### src/rtl/debounce_pkg.sv
// Shared types, default parameter values and counter-width helper for the
// multi-channel push-button debouncer.
package debounce_pkg;

  typedef enum logic [1:0] {
    IDLE      = 2'd0,
    HOLD_WAIT = 2'd1,
    REPEATING = 2'd2
  } rep_state_e;

  localparam int DEF_N_CH        = 3;
  localparam int DEF_SAMPLE_DIV  = 100000;
  localparam int DEF_STABLE_CNT  = 4;
  localparam int DEF_REPEAT_EN   = 1;
  localparam int DEF_REPEAT_DLY  = 50;
  localparam int DEF_REPEAT_RATE = 10;

  // Bits needed to hold 0..max_val; never narrower than one bit.
  function automatic int cnt_w(input int max_val);
    return (max_val < 1) ? 1 : $clog2(max_val + 1);
  endfunction

endpackage

### src/rtl/debounce_chan.sv
// One button channel: two-flop synchroniser, tick-driven stability filter,
// press/release strobes and optional hold-to-repeat state machine.
module debounce_chan
  import debounce_pkg::*;
#(
  parameter int STABLE_CNT  = DEF_STABLE_CNT,
  parameter int REPEAT_EN   = DEF_REPEAT_EN,
  parameter int REPEAT_DLY  = DEF_REPEAT_DLY,
  parameter int REPEAT_RATE = DEF_REPEAT_RATE
) (
  input  logic clk,
  input  logic rst,
  input  logic tick,
  input  logic btn,
  input  logic mask,
  output logic level,
  output logic press,
  output logic rel
);

  localparam int FW      = cnt_w(STABLE_CNT - 1);
  localparam int REP_MAX = (REPEAT_DLY > REPEAT_RATE) ? REPEAT_DLY : REPEAT_RATE;
  localparam int RW      = cnt_w(REP_MAX - 1);

  logic          sync1_q, sync1_d;
  logic          sync2_q, sync2_d;
  logic          level_q, level_d;
  logic [FW-1:0] flt_cnt_q, flt_cnt_d;
  logic          press_q, press_d;
  logic          rel_q, rel_d;
  logic          rise, fall;
  logic          repeat_fire;

  always_comb begin
    sync1_d   = btn;
    sync2_d   = sync1_q;
    level_d   = level_q;
    flt_cnt_d = flt_cnt_q;
    rise      = 1'b0;
    fall      = 1'b0;
    if (tick) begin
      if (sync2_q != level_q) begin
        if (flt_cnt_q == FW'(STABLE_CNT - 1)) begin
          level_d   = ~level_q;
          flt_cnt_d = '0;
          rise      = ~level_q;
          fall      = level_q;
        end else begin
          flt_cnt_d = flt_cnt_q + 1'b1;
        end
      end else begin
        flt_cnt_d = '0;
      end
    end
  end

  generate
    if (REPEAT_EN != 0) begin : g_rep
      rep_state_e    state_q, state_d;
      logic [RW-1:0] rep_cnt_q, rep_cnt_d;
      logic          fire;

      // Release outranks everything, then a fresh press, then a dropped mask.
      always_comb begin
        state_d   = state_q;
        rep_cnt_d = rep_cnt_q;
        fire      = 1'b0;
        if (tick) begin
          if (fall) begin
            state_d   = IDLE;
            rep_cnt_d = '0;
          end else if (rise) begin
            state_d   = mask ? HOLD_WAIT : IDLE;
            rep_cnt_d = '0;
          end else if (!mask) begin
            state_d   = IDLE;
            rep_cnt_d = '0;
          end else begin
            case (state_q)
              HOLD_WAIT: begin
                if (rep_cnt_q == RW'(REPEAT_DLY - 1)) begin
                  fire      = 1'b1;
                  state_d   = REPEATING;
                  rep_cnt_d = '0;
                end else begin
                  rep_cnt_d = rep_cnt_q + 1'b1;
                end
              end
              REPEATING: begin
                if (rep_cnt_q == RW'(REPEAT_RATE - 1)) begin
                  fire      = 1'b1;
                  rep_cnt_d = '0;
                end else begin
                  rep_cnt_d = rep_cnt_q + 1'b1;
                end
              end
              default: begin
                state_d   = IDLE;
                rep_cnt_d = '0;
              end
            endcase
          end
        end
      end

      always_ff @(posedge clk or posedge rst) begin
        if (rst) begin
          state_q   <= IDLE;
          rep_cnt_q <= '0;
        end else begin
          state_q   <= state_d;
          rep_cnt_q <= rep_cnt_d;
        end
      end

      assign repeat_fire = fire;
    end else begin : g_norep
      assign repeat_fire = 1'b0;
    end
  endgenerate

  assign press_d = rise | repeat_fire;
  assign rel_d   = fall;

  always_ff @(posedge clk or posedge rst) begin
    if (rst) begin
      sync1_q   <= 1'b0;
      sync2_q   <= 1'b0;
      level_q   <= 1'b0;
      flt_cnt_q <= '0;
      press_q   <= 1'b0;
      rel_q     <= 1'b0;
    end else begin
      sync1_q   <= sync1_d;
      sync2_q   <= sync2_d;
      level_q   <= level_d;
      flt_cnt_q <= flt_cnt_d;
      press_q   <= press_d;
      rel_q     <= rel_d;
    end
  end

  assign level = level_q;
  assign press = press_q;
  assign rel   = rel_q;

endmodule

### src/rtl/debounce_multi.sv
// N-channel button conditioner: one shared sample-tick prescaler feeding an
// independent debounce/repeat channel per button.
module debounce_multi
  import debounce_pkg::*;
#(
  parameter int N_CH        = DEF_N_CH,
  parameter int SAMPLE_DIV  = DEF_SAMPLE_DIV,
  parameter int STABLE_CNT  = DEF_STABLE_CNT,
  parameter int REPEAT_EN   = DEF_REPEAT_EN,
  parameter int REPEAT_DLY  = DEF_REPEAT_DLY,
  parameter int REPEAT_RATE = DEF_REPEAT_RATE
) (
  input  logic            clk,
  input  logic            rst,
  input  logic [N_CH-1:0] btn_in,
  input  logic [N_CH-1:0] repeat_mask,
  output logic [N_CH-1:0] level_out,
  output logic [N_CH-1:0] press_pulse,
  output logic [N_CH-1:0] release_pulse,
  output logic            sample_tick
);

  localparam int DIV_W = cnt_w(SAMPLE_DIV - 1);

  logic [DIV_W-1:0] div_cnt_q, div_cnt_d;
  logic             tick;

  // Gated by rst so the strobe is low during reset even when SAMPLE_DIV is 1.
  assign tick = !rst && (div_cnt_q == DIV_W'(SAMPLE_DIV - 1));

  always_comb begin
    div_cnt_d = tick ? '0 : div_cnt_q + 1'b1;
  end

  always_ff @(posedge clk or posedge rst) begin
    if (rst) begin
      div_cnt_q <= '0;
    end else begin
      div_cnt_q <= div_cnt_d;
    end
  end

  assign sample_tick = tick;

  generate
    for (genvar i = 0; i < N_CH; i++) begin : g_chan
      debounce_chan #(
        .STABLE_CNT (STABLE_CNT),
        .REPEAT_EN  (REPEAT_EN),
        .REPEAT_DLY (REPEAT_DLY),
        .REPEAT_RATE(REPEAT_RATE)
      ) u_chan (
        .clk  (clk),
        .rst  (rst),
        .tick (tick),
        .btn  (btn_in[i]),
        .mask (repeat_mask[i]),
        .level(level_out[i]),
        .press(press_pulse[i]),
        .rel  (release_pulse[i])
      );
    end
  endgenerate

endmodule
### config.mk
export PLATFORM = sky130hd
export DESIGN_NAME = debounce_multi
export DESIGN_NICKNAME = d
export VERILOG_FILES = /design/src/rtl/debounce_pkg.sv /design/src/rtl/debounce_chan.sv /design/src/rtl/debounce_multi.sv
export SDC_FILE = /design/constraint.sdc
export NUM_CORES = 1
export LEC_CHECK = 0
export BUFFER_PORTS_ARGS = -buffer_cell sky130_fd_sc_hd__buf_2
export CAP_MARGIN = 25
export CORE_AREA = 5 5 122 124
export CTS_BUF_LIST = sky130_fd_sc_hd__clkbuf_2
export CTS_CLUSTER_SIZE = 14
export DETAILED_ROUTE_END_ITERATION = 10
export DIE_AREA = 0 0 127 129
export GPL_TIMING_DRIVEN = 0
export PLACE_DENSITY = 0.46
export SYNTH_ARGS = -nofsm -noshare
export SYNTH_HDL_FRONTEND = slang
export SYNTH_SLANG_ARGS = --single-unit
export TNS_END_PERCENT = 30
### constraint.sdc
create_clock -name clk -period 2.3 [get_ports clk]
set_input_delay 0.23 -clock clk [delete_from_list [all_inputs] [get_ports clk]]
set_output_delay 0.23 -clock clk [all_outputs]
set_load 0.01 [all_outputs]
## Word-level counts from Yosys, hierarchy flattened

Index checks and enable logic that the tools add are counted.
W data, S select, Z words.

| cells by class | value |
|---|---|
| $add $sub $neg | 7 |
| equality and inequality tests | 25 |
| mux-type cells | 82 |
| bitwise operators | 6 |
| reductions and logical operators | 8 |

Operator list:

| cell | count |
|---|---|
| $mux W6 | 15 |
| $mux W1 | 39 |
| $mux W2 | 18 |
| $pmux W6 S2 | 3 |
| $add A6 B1 Y6 const B | 3 |
| $eq A6 B4 Y1 const B | 3 |
| $eq A6 B6 Y1 const B | 3 |
| $reduce_and A3 Y1 | 6 |
| $add A17 B1 Y17 const B | 1 |
| $eq A17 B17 Y1 const B | 1 |
| $mux W17 | 1 |
| $ne A5 B2 Y1 const B | 3 |
| $eq A2 B2 Y1 const B | 6 |
| $ne A4 B2 Y1 const B | 3 |
| $pmux W2 S2 | 3 |
| $add A2 B1 Y2 const B | 3 |
| $eq A2 B1 Y1 const B | 3 |
| $pmux W1 S2 | 3 |
| $ne A1 B1 Y1 | 3 |
| $not A1 Y1 | 3 |
| $or A1 B1 Y1 | 3 |
| $logic_and A1 B1 Y1 | 1 |
| $logic_not A1 Y1 | 1 |

| word-level totals | value |
|---|---|
| register bits | 62 |
| input port bits | 8 |
| output and inout bits | 10 |

## Depth between registers and ports, before layout

Gate-level depths: netlist of run 1.

| logic depth | value |
|---|---|
| depth in word-level cells | 8 |
| mapped depth | 9 |
| mapped depth without buffers | 7 |

## Modules after synthesis

A second synthesis of run 1 with hierarchy kept.

| unflattened totals | value |
|---|---|
| cells, all modules | 327 |
| area total of the unflattened synthesis | 3,216.8 um^2 |

Modules (own cells, without submodules):

| module | instances | cells an instance | area each (um^2) |
|---|---|---|---|
| debounce_chan | 3 | 84 | 807.0 |
| debounce_multi | 1 | 75 | 795.8 |

## Worst setup path after synthesis of run 1

No wires, ideal clock.

| timing | value |
|---|---|
| path type | reg2reg |
| from | register div_cnt_q[0] |
| to | register g_chan[0].u_chan.level_q |
| arrival time | 1.706 ns |
| slack | 0.469 ns |
| stages on the path, launching flop included | 9 |
| clock period less this slack | 1.831 ns |
| cells stage by stage | dfrtp_1 > ha_1 > nand3_1 > nor2_2 > nand3_1 > buf_2 > buf_6 > nor2_1 > mux2_2 |

| between the ends | value |
|---|---|
| cells in the longest elaborated chain, start to end | 3 |

RTL lines:

| what | line | RTL |
|---|---|---|
| start, declared | debounce_multi.sv:25 | `logic [DIV_W-1:0] div_cnt_q, div_cnt_d;` |
| start signal, assigned | debounce_multi.sv:39 | `div_cnt_q <= div_cnt_d;` |
| $eq A17 B17 Y1 | debounce_multi.sv:29 | `assign tick = !rst && (div_cnt_q == DIV_W'(SAMPLE_DIV - 1));` |
| $logic_and A1 B1 Y1 | debounce_multi.sv:29 |  |
| $reduce_and A3 Y1 (no line) | -- |  |
| end signal, assigned | debounce_chan.sv:136 | `level_q <= level_d;` |
| end, declared | debounce_chan.sv:27 | `logic level_q, level_d;` |

Every way passes these cells.
A chain may end at the register's enable or synchronous reset.

## Worst setup path in the final report of run 1

| timing | value |
|---|---|
| from | register div_cnt_q[14] |
| to | output port sample_tick |

| between the ends | value |
|---|---|
| cells in the longest elaborated chain, start to end | 2 |

RTL lines:

| what | line | RTL |
|---|---|---|
| $eq A17 B17 Y1 | debounce_multi.sv:29 |  |
| $logic_and A1 B1 Y1 | debounce_multi.sv:29 |  |
| end, declared | debounce_multi.sv:20 | `output logic sample_tick` |

Every way passes these cells.

==> impl_metrics.prom, run 1 <==
# TYPE chip_impl_metric gauge
chip_impl_metric{name="grt_antenna_before_repair",unit=""} 0
chip_impl_metric{name="areaGrowthSynthToFinish",unit="%"} 17.9
chip_impl_metric{name="placementRows",unit=""} 43
chip_impl_metric{name="clkSinkCount",unit=""} 62
chip_impl_info{name="yosys-top-cells-area",value="dfrtp_1 (47%), ha_1 (6.0%), nand2_1 (4.1%), nand3_1 (3.3%), inv_1 (3.0%)"} 1
chip_impl_metric{name="ff2ff_setup_slack",unit="ns"} 0.25
chip_impl_metric{name="detailedPlace.worstSlack",unit="ns"} 0.209
chip_impl_metric{name="fmax",unit="MHz"} 473
chip_impl_metric{name="timing.final.ws_setup",unit="ns"} 0.187
chip_impl_metric{name="synth_seq_area_share",unit="%"} 46.6
chip_impl_metric{name="synthesis.area_per_instance",unit="um2"} 9.82
chip_impl_metric{name="cpPeakStageDelay",unit="ns"} 0.45
chip_impl_metric{name="layout_cell_share_with_drive_strength_beyond_1",unit="%"} 16.8
chip_impl_metric{name="utilization",unit="%"} 28.7
chip_impl_metric{name="boundary_pin_count",unit=""} 18
chip_impl_metric{name="critical_path_peak_fanout",unit=""} 4
chip_impl_metric{name="cts_htree_levels",unit=""} 3
chip_impl_info{name="critical_path_capture_point_type",value="primary output"} 1
chip_impl_metric{name="nFillCells",unit=""} 1464
chip_impl_metric{name="timing.final.crit_share",unit="%"} 91.8
chip_impl_metric{name="asyncSetResetFlopFracSynth",unit="%"} 100
chip_impl_metric{name="final_hold_viol_count",unit=""} 0
chip_impl_metric{name="die-height",unit="um"} 129
chip_impl_info{name="clk_root_buffer_cell",value="clkbuf_2"} 1
chip_impl_metric{name="final_antenna_diode_count",unit=""} 0
chip_impl_metric{name="seqPwrFrac",unit="%"} 53.2
chip_impl_info{name="yosys_most_used_dff",value="dfrtp_1"} 1
chip_impl_metric{name="maxCapViolCount",unit=""} 0
chip_impl_metric{name="number_of_buffer_and_inverter_instances_along_the_worst_setup_path",unit=""} 2
chip_impl_metric{name="first_pass_grt_wire_length",unit="um"} 12500
chip_impl_metric{name="synth.yosys.warnings",unit=""} 0
chip_impl_metric{name="fin_crit",unit="ns"} 2.11
chip_impl_metric{name="count_of_state_elements_after_synthesis",unit=""} 62
chip_impl_metric{name="cts_buffer_depth",unit=""} 2
chip_impl_info{name="worst_r2r_start",value="div_cnt_q[14]$_DFF_PP0_"} 1
chip_impl_metric{name="timing.clock.skew",unit="ns"} 0.0356
chip_impl_metric{name="grt_pass1_vias",unit=""} 2592
chip_impl_metric{name="peakVddDrop",unit="mV"} 0.215
chip_impl_metric{name="number_of_detailed_route_iterations_in_the_first_pass",unit=""} 4
chip_impl_metric{name="floorplan.core_area",unit="um2"} 13700
chip_impl_metric{name="instance_count_after_placement_with_tap_cells_included",unit=""} 537
chip_impl_metric{name="sw_frac_of_total",unit="%"} 23.3
chip_impl_metric{name="netSwitchingPower",unit="W"} 0.000486
chip_impl_metric{name="count_of_flip_flops_with_a_built_in_enable_after_synthesis",unit=""} 0
chip_impl_metric{name="syn_inst",unit=""} 339
chip_impl_info{name="regToRegEndpoint",value="g_chan[0].u_chan.level$_DFFE_PP0P_"} 1
chip_impl_metric{name="setup_violation_total_in_the_final_timing_report",unit=""} 0
chip_impl_metric{name="routabilityCongestion",unit=""} 0.784
chip_impl_metric{name="finish.net_count",unit=""} 400
chip_impl_metric{name="r2r_cells",unit=""} 7
chip_impl_metric{name="total_power",unit="W"} 0.00208
chip_impl_metric{name="synth_fp_nets",unit=""} 363
chip_impl_info{name="cts_tree",value="yes"} 1
chip_impl_metric{name="detail_route.drc_violations",unit=""} 0
chip_impl_metric{name="route.vias.total",unit=""} 2542
chip_impl_info{name="critical-path-top-delay-family",value="simple AND/OR/NAND/NOR gates"} 1
chip_impl_info{name="hold_class",value="input port to asynchronous set/reset pin"} 1
chip_impl_info{name="synth.most_common_cell",value="dfrtp_1"} 1
chip_impl_metric{name="internal-power",unit="W"} 0.00159
chip_impl_metric{name="design.die.area",unit="um2"} 16400
chip_impl_metric{name="post_synth_instance_area",unit="um2"} 3330
chip_impl_info{name="criticalPathCategory",value="register to primary output"} 1
chip_impl_metric{name="whs",unit="ns"} 0.252
chip_impl_metric{name="drt-initial-drc-count",unit=""} 174
chip_impl_metric{name="comb_power_share",unit="%"} 3.9
chip_impl_metric{name="detail_routed_net_length_per_standard_cell",unit="um"} 12.8
chip_impl_metric{name="cellLeakagePower",unit="nW"} 1.71
chip_impl_metric{name="power.density_cell_area",unit="nW/um2"} 530
chip_impl_info{name="start_kind",value="register"} 1
chip_impl_metric{name="clkSlewWorstSetupHoldPaths",unit="ns"} 0.19
chip_impl_metric{name="slew-limit-headroom",unit="%"} 61.8
chip_impl_metric{name="final_antenna_net_count",unit=""} 0
chip_impl_metric{name="routed_wl",unit="um"} 7170
chip_impl_info{name="outcome",value="complete, no violations"} 1
chip_impl_metric{name="maxSlewViolCount",unit=""} 0
chip_impl_metric{name="worst_ep_required_time",unit="ns"} 2.07
chip_impl_metric{name="yosys.area.top_type_share",unit="%"} 46.6
chip_impl_metric{name="critPathArrivalTime",unit="ns"} 1.88
chip_impl_metric{name="power.share.clock",unit="%"} 42.9
chip_impl_metric{name="grt.overflow.total",unit=""} 0
chip_impl_metric{name="die_w",unit="um"} 127
chip_impl_metric{name="tightestPinTransition",unit="ns"} 0.570
chip_impl_metric{name="numCtsBuffers",unit=""} 9
chip_impl_info{name="yosysTopAreaCell",value="dfrtp_1"} 1
chip_impl_metric{name="dp_hpwl",unit="um"} 4950
chip_impl_metric{name="placement.io_buffers",unit=""} 17
chip_impl_metric{name="gr-usage-all-layers",unit="%"} 9.56
chip_impl_info{name="slowest_stage",value="dfrtp_1"} 1
chip_impl_info{name="sequence_of_cells_on_the_critical_path",value="nand4bb_4, nor4_4, nand3_4, inv_1, buf_2"} 1
chip_impl_metric{name="route.detailed.vias_per_inst",unit=""} 4.53
chip_impl_info{name="synth.cells.most_frequent",value="dfrtp_1 (62), nand2_1 (36), inv_1 (27)"} 1
chip_impl_info{name="grt_setup_unrepaired",value="no"} 1
chip_impl_metric{name="worst_skew_pair.late_latency",unit="ns"} 0.55
chip_impl_metric{name="instances_no_fill",unit=""} 561
chip_impl_metric{name="synth_cell_types",unit=""} 60
chip_impl_metric{name="start_util",unit="%"} 24.4
chip_impl_metric{name="grt_max_degree",unit=""} 42
## placed cells by master (no fill, tap or decap), drive strengths merged, types with 6 or more instances in the layout
cell and count:
o211ai 6, dfrtp 62, inv 27, nand2 36
buf 35, xnor2 9, xor2 8, o31ai 7
o21ai 23, ha 16, dlygate4sd3 7, nand3 22
clkbuf 11, nor2 23
## cell type report
cell class              count  area, um2  area share [%]
plain buffers              18        123            3.13
clock buffers               9       45.0            1.15
well taps                 180        225            5.74
multi-input cells         232       1580            40.3
inverters                  27        101            2.58
clock inverters             7        113            2.87
flip-flops and latches     62       1550            39.6
repair buffers             26        183            4.66
## cell families after synthesis
group / Yosys count / synth area share, %
compound gates: 74 / 15.6
xor+xnor: 17 / 4.70
fa+ha+maj: 16 / 6.01
buf+inv: 45 / 6.73
flops: 62 / 46.6
mux: 3 / 0.977
simple gates: 122 / 19.3
## repair_timing
item / 4_1_cts / 5_1_grt
setup endpoints to repair: 1 / 0
hold buffers: 7 / 0
setup buffers: 1 / 0
resized for setup: 5 / 0
endpoints found under the hold margin: 28 / 0
## power groups by stage
stage / Clock (W) / Combinational [W] / Sequential [W]
6_report: 0.000892 / 0.0000814 / 0.00111
5_1_grt: 0.000977 / 0.0000958 / 0.00111
4_1_cts: 0.000931 / 0.0000848 / 0.00111
3_5_place_dp: 0 / 0.0000747 / 0.00113
3_3_place_gp: 0 / 0.0000701 / 0.00113
2_1_floorplan: 0 / 0.0000485 / 0.00112
## tightest hold or removal path: stages
cell	delay, ns
dlygate4sd3_1	0.53
buf_2	0.13
inv_2	0.37
## per-layer routing
layer / vias to the layer above / global-route usage (%) / share of wire [%]
li1: 1262 / - / -
met4: 0 / 3.09 / 1.4
met2: 44 / 15.4 / 46
met5: - / 0 / 0
met3: 12 / 3.36 / 4.6
met1: 1224 / 12.1 / 48
## worst max-delay path by stage
stage	to	cells after the start	from
floorplan	g_chan[0].u_chan.level$_DFFE_PP0P_	8	div_cnt_q[0]$_DFF_PP0_
global placement	g_chan[0].u_chan.g_rep.state_q[0]$_DFFE_PP0P_	2	rst
detailed placement	g_chan[0].u_chan.level$_DFFE_PP0P_	8	div_cnt_q[0]$_DFF_PP0_
CTS	sample_tick	5	div_cnt_q[14]$_DFF_PP0_
global route	sample_tick	6	div_cnt_q[0]$_DFF_PP0_
finish	sample_tick	5	div_cnt_q[14]$_DFF_PP0_
## per-stage QoR
stage / setup TNS [ns] / cell area (um2)
floorplan: 0 / 3330
global placement: -24.03 / 3640
detailed placement: 0 / 3660
CTS: 0 / 3920
global route: 0 / 3920
finish: 0 / 3920
## flip-flops by register name, indices dropped and copies added (netlist names)
signal / flops
g_chan.u_chan.g_rep.rep_cnt_q: 18
div_cnt_q: 17
g_chan.u_chan.flt_cnt_q: 6
g_chan.u_chan.g_rep.state_q: 6
g_chan.u_chan.level: 3
g_chan.u_chan.press: 3
g_chan.u_chan.rel: 3
g_chan.u_chan.sync1_q: 3
g_chan.u_chan.sync2_q: 3
Power figures use the tool's default switching activity.
==> run 2, diff against run 1 <==
- CORE_AREA: 5 5 122 124 -> 2 2 119 121
- DIE_AREA: 0 0 127 129 -> 0 0 121 123
- RECOVER_POWER: not set -> 100
- TNS_END_PERCENT: 30 -> 5
==> run 2 against run 1 <==
Compared with the run above: first-iteration DRC count increased by 6.3%; power decreased by 12%; worst setup slack got worse by 0.034 ns; clock power decreased by 28%; clock skew decreased by 0.0072 ns; global-route usage increased by 0.95 points; combinational power about the same; count of clock-buffer cells in the layout unchanged; via count increased by 0.63%; die area decreased by 9.2%; critical endpoint is now g_chan[0].u_chan.level$_DFFE_PP0P_; highest routed layer unchanged.
==> impl_metrics.prom, run 2 (synthesized netlist as in run 1, its figures left out) <==
# TYPE chip_impl_metric gauge
chip_impl_metric{name="maxCapViolCount",unit=""} 0
chip_impl_info{name="start_kind",value="register"} 1
chip_impl_info{name="endpoint",value="g_chan[0].u_chan.level$_DFFE_PP0P_"} 1
chip_impl_metric{name="routabilityCongestion",unit=""} 0.757
chip_impl_metric{name="route.detailed.vias_per_inst",unit=""} 4.54
chip_impl_info{name="clk_root_buffer_cell",value="clkbuf_2"} 1
chip_impl_metric{name="grt_pass1_vias",unit=""} 2492
chip_impl_metric{name="number_of_detailed_route_iterations_in_the_first_pass",unit=""} 4
chip_impl_metric{name="total_power",unit="W"} 0.00183
chip_impl_metric{name="drt-initial-drc-count",unit=""} 185
chip_impl_metric{name="routed_wl",unit="um"} 7280
chip_impl_info{name="crit_path_start",value="div_cnt_q[0]$_DFF_PP0_"} 1
chip_impl_metric{name="worst_ep_required_time",unit="ns"} 2.69
chip_impl_metric{name="cts_htree_levels",unit=""} 3
chip_impl_info{name="regToRegEndpoint",value="g_chan[0].u_chan.level$_DFFE_PP0P_"} 1
chip_impl_info{name="biggestRegsByFlops",value="g_chan.u_chan.g_rep.rep_cnt_q (18), div_cnt_q (17)"} 1
chip_impl_metric{name="instance_count_after_placement_with_tap_cells_included",unit=""} 537
chip_impl_metric{name="critical_path_peak_fanout",unit=""} 10
chip_impl_metric{name="nFillCells",unit=""} 1446
chip_impl_metric{name="layout_cell_share_with_drive_strength_beyond_1",unit="%"} 14.3
chip_impl_metric{name="peakVddDrop",unit="mV"} 0.156
chip_impl_metric{name="detail_routed_net_length_per_standard_cell",unit="um"} 12.9
chip_impl_metric{name="power.density_cell_area",unit="nW/um2"} 471
chip_impl_metric{name="cts_buffer_depth",unit=""} 2
chip_impl_metric{name="utilization",unit="%"} 28.6
chip_impl_metric{name="instances_no_fill",unit=""} 564
chip_impl_metric{name="grt_max_degree",unit=""} 36
chip_impl_metric{name="start_util",unit="%"} 24.5
chip_impl_metric{name="whs",unit="ns"} 0.368
chip_impl_metric{name="final_antenna_diode_count",unit=""} 0
chip_impl_info{name="critical_path_capture_point_type",value="register"} 1
chip_impl_metric{name="finish.net_count",unit=""} 404
chip_impl_metric{name="ff2ff_setup_slack",unit="ns"} 0.15
chip_impl_metric{name="cellLeakagePower",unit="nW"} 1.68
chip_impl_info{name="layout.cells.most_common_list",value="dfrtp_1 (62), nand2_1 (36), inv_1 (27)"} 1
chip_impl_metric{name="boundary_pin_count",unit=""} 18
chip_impl_info{name="worst_r2r_start",value="div_cnt_q[0]$_DFF_PP0_"} 1
chip_impl_metric{name="die-height",unit="um"} 123
chip_impl_metric{name="route.vias.total",unit=""} 2558
chip_impl_info{name="layout_commonest_cell",value="dfrtp_1"} 1
chip_impl_metric{name="first_pass_grt_wire_length",unit="um"} 12200
chip_impl_metric{name="maxSlewViolCount",unit=""} 0
chip_impl_metric{name="largest_register_ff_count",unit=""} 18
chip_impl_metric{name="clkSinkCount",unit=""} 62
chip_impl_metric{name="dp_hpwl",unit="um"} 5080
chip_impl_metric{name="clkSlewWorstSetupHoldPaths",unit="ns"} 0.18
chip_impl_metric{name="die_w",unit="um"} 121
chip_impl_metric{name="floorplan.core_area",unit="um2"} 13600
chip_impl_metric{name="critPathArrivalTime",unit="ns"} 2.54
chip_impl_metric{name="fmax",unit="MHz"} 466
chip_impl_info{name="hold_class",value="register to register"} 1
chip_impl_metric{name="timing.final.crit_share",unit="%"} 93.3
chip_impl_metric{name="grt_antenna_before_repair",unit=""} 0
chip_impl_metric{name="gr-usage-all-layers",unit="%"} 10.5
chip_impl_metric{name="worst_skew_pair.late_latency",unit="ns"} 0.51
chip_impl_info{name="largest-register",value="g_chan.u_chan.g_rep.rep_cnt_q"} 1
chip_impl_info{name="outcome",value="complete, no violations"} 1
chip_impl_info{name="cts_tree",value="yes"} 1
chip_impl_metric{name="final_hold_viol_count",unit=""} 0
chip_impl_metric{name="placementRows",unit=""} 43
chip_impl_metric{name="fin_crit",unit="ns"} 2.15
chip_impl_metric{name="placement.io_buffers",unit=""} 17
chip_impl_metric{name="design.die.area",unit="um2"} 14900
chip_impl_info{name="criticalPathCategory",value="register to register"} 1
chip_impl_metric{name="numCtsBuffers",unit=""} 9
chip_impl_metric{name="timing.clock.skew",unit="ns"} 0.0285
chip_impl_metric{name="seq_area",unit="um2"} 1550
chip_impl_info{name="grt_setup_unrepaired",value="no"} 1
chip_impl_metric{name="final_antenna_net_count",unit=""} 0
chip_impl_metric{name="detail_route.drc_violations",unit=""} 0
chip_impl_metric{name="grt.overflow.total",unit=""} 0
chip_impl_metric{name="areaGrowthSynthToFinish",unit="%"} 16.8
chip_impl_metric{name="multi_input_comb_area",unit="um2"} 1590
chip_impl_metric{name="r2r_cells",unit=""} 9
chip_impl_metric{name="slew-limit-headroom",unit="%"} 7.43
chip_impl_metric{name="setup_violation_total_in_the_final_timing_report",unit=""} 0
chip_impl_metric{name="tightestPinTransition",unit="ns"} 1.39
## run 2: metal layers
metal	vias to the layer above	wire length, um	GRT usage, %
met5	-	0	0
li1	1276	-	-
met1	1249	3630	13.8
met3	6	250	3.87
met4	0	50	1.74
met2	27	3340	16.9
## run 2: report_power, final
part | switching, W | total (W) | internal (W)
logic | 0.0000464 | 0.0000811 | 0.0000348
registers | 0.00000766 | 0.00111 | 0.00110
clock network | 0.000413 | 0.000645 | 0.000232
## run 2: repair_timing
item / in CTS / in global routing
resized for setup: 5 / 2
endpoints found under the hold margin: 41 / 0
cloned: 0 / 0
pin swaps: 1 / 2
hold buffers: 7 / 0
setup buffers: 0 / 5
setup endpoints to repair: 1 / 1
## run 2: per-stage QoR
stage | area (um2) | setup TNS [ns] | worst slack [ns]
2_1_floorplan | 3330 | 0 | 0.469
3_3_place_gp | 3640 | -26.42 | -0.431
3_5_place_dp | 3660 | 0 | 0.149
4_1_cts | 3860 | 0 | 0.00668
5_1_grt | 3890 | 0 | 0.0368
6_report | 3890 | 0 | 0.154
## run 2: final cells by class
class	count	area share, %
clock buffers	9	1.16
inverters	27	2.61
plain buffers	18	3.12
repair buffers	30	5.12
well taps	180	5.79
clock inverters	6	1.38
multi-input cells	232	40.9
flip-flops and latches	62	39.9
## run 2: worst max-delay path, cell delays in order (launching register included)
cell     delay (ns)
dfrtp_1        0.41
ha_1           0.21
nand3_2        0.16
nor2_4         0.18
buf_4          0.13
nand3_1        0.09
buf_2          0.24
buf_6          0.17
nor2_1         0.11
mux2_2         0.33
## run 2: worst min path at each step
| stage | startpoint | end | slack (ns) | depth (start not counted) |
|---|---|---|---|---|
| after global routing | btn_in[2] | g_chan[2].u_chan.sync1_q$_DFF_PP0_ | 0.31 | 2 |
| after global placement | g_chan[2].u_chan.sync1_q$_DFF_PP0_ | g_chan[2].u_chan.sync2_q$_DFF_PP0_ | 0.34 | 0 |
| final | g_chan[2].u_chan.sync1_q$_DFF_PP0_ | g_chan[2].u_chan.sync2_q$_DFF_PP0_ | 0.37 | 0 |
| after detailed placement | g_chan[2].u_chan.sync1_q$_DFF_PP0_ | g_chan[2].u_chan.sync2_q$_DFF_PP0_ | 0.34 | 0 |
| after CTS | btn_in[2] | g_chan[2].u_chan.sync1_q$_DFF_PP0_ | 0.32 | 2 |
| after floorplan | btn_in[0] | g_chan[0].u_chan.sync1_q$_DFF_PP0_ | 0.26 | 0 |
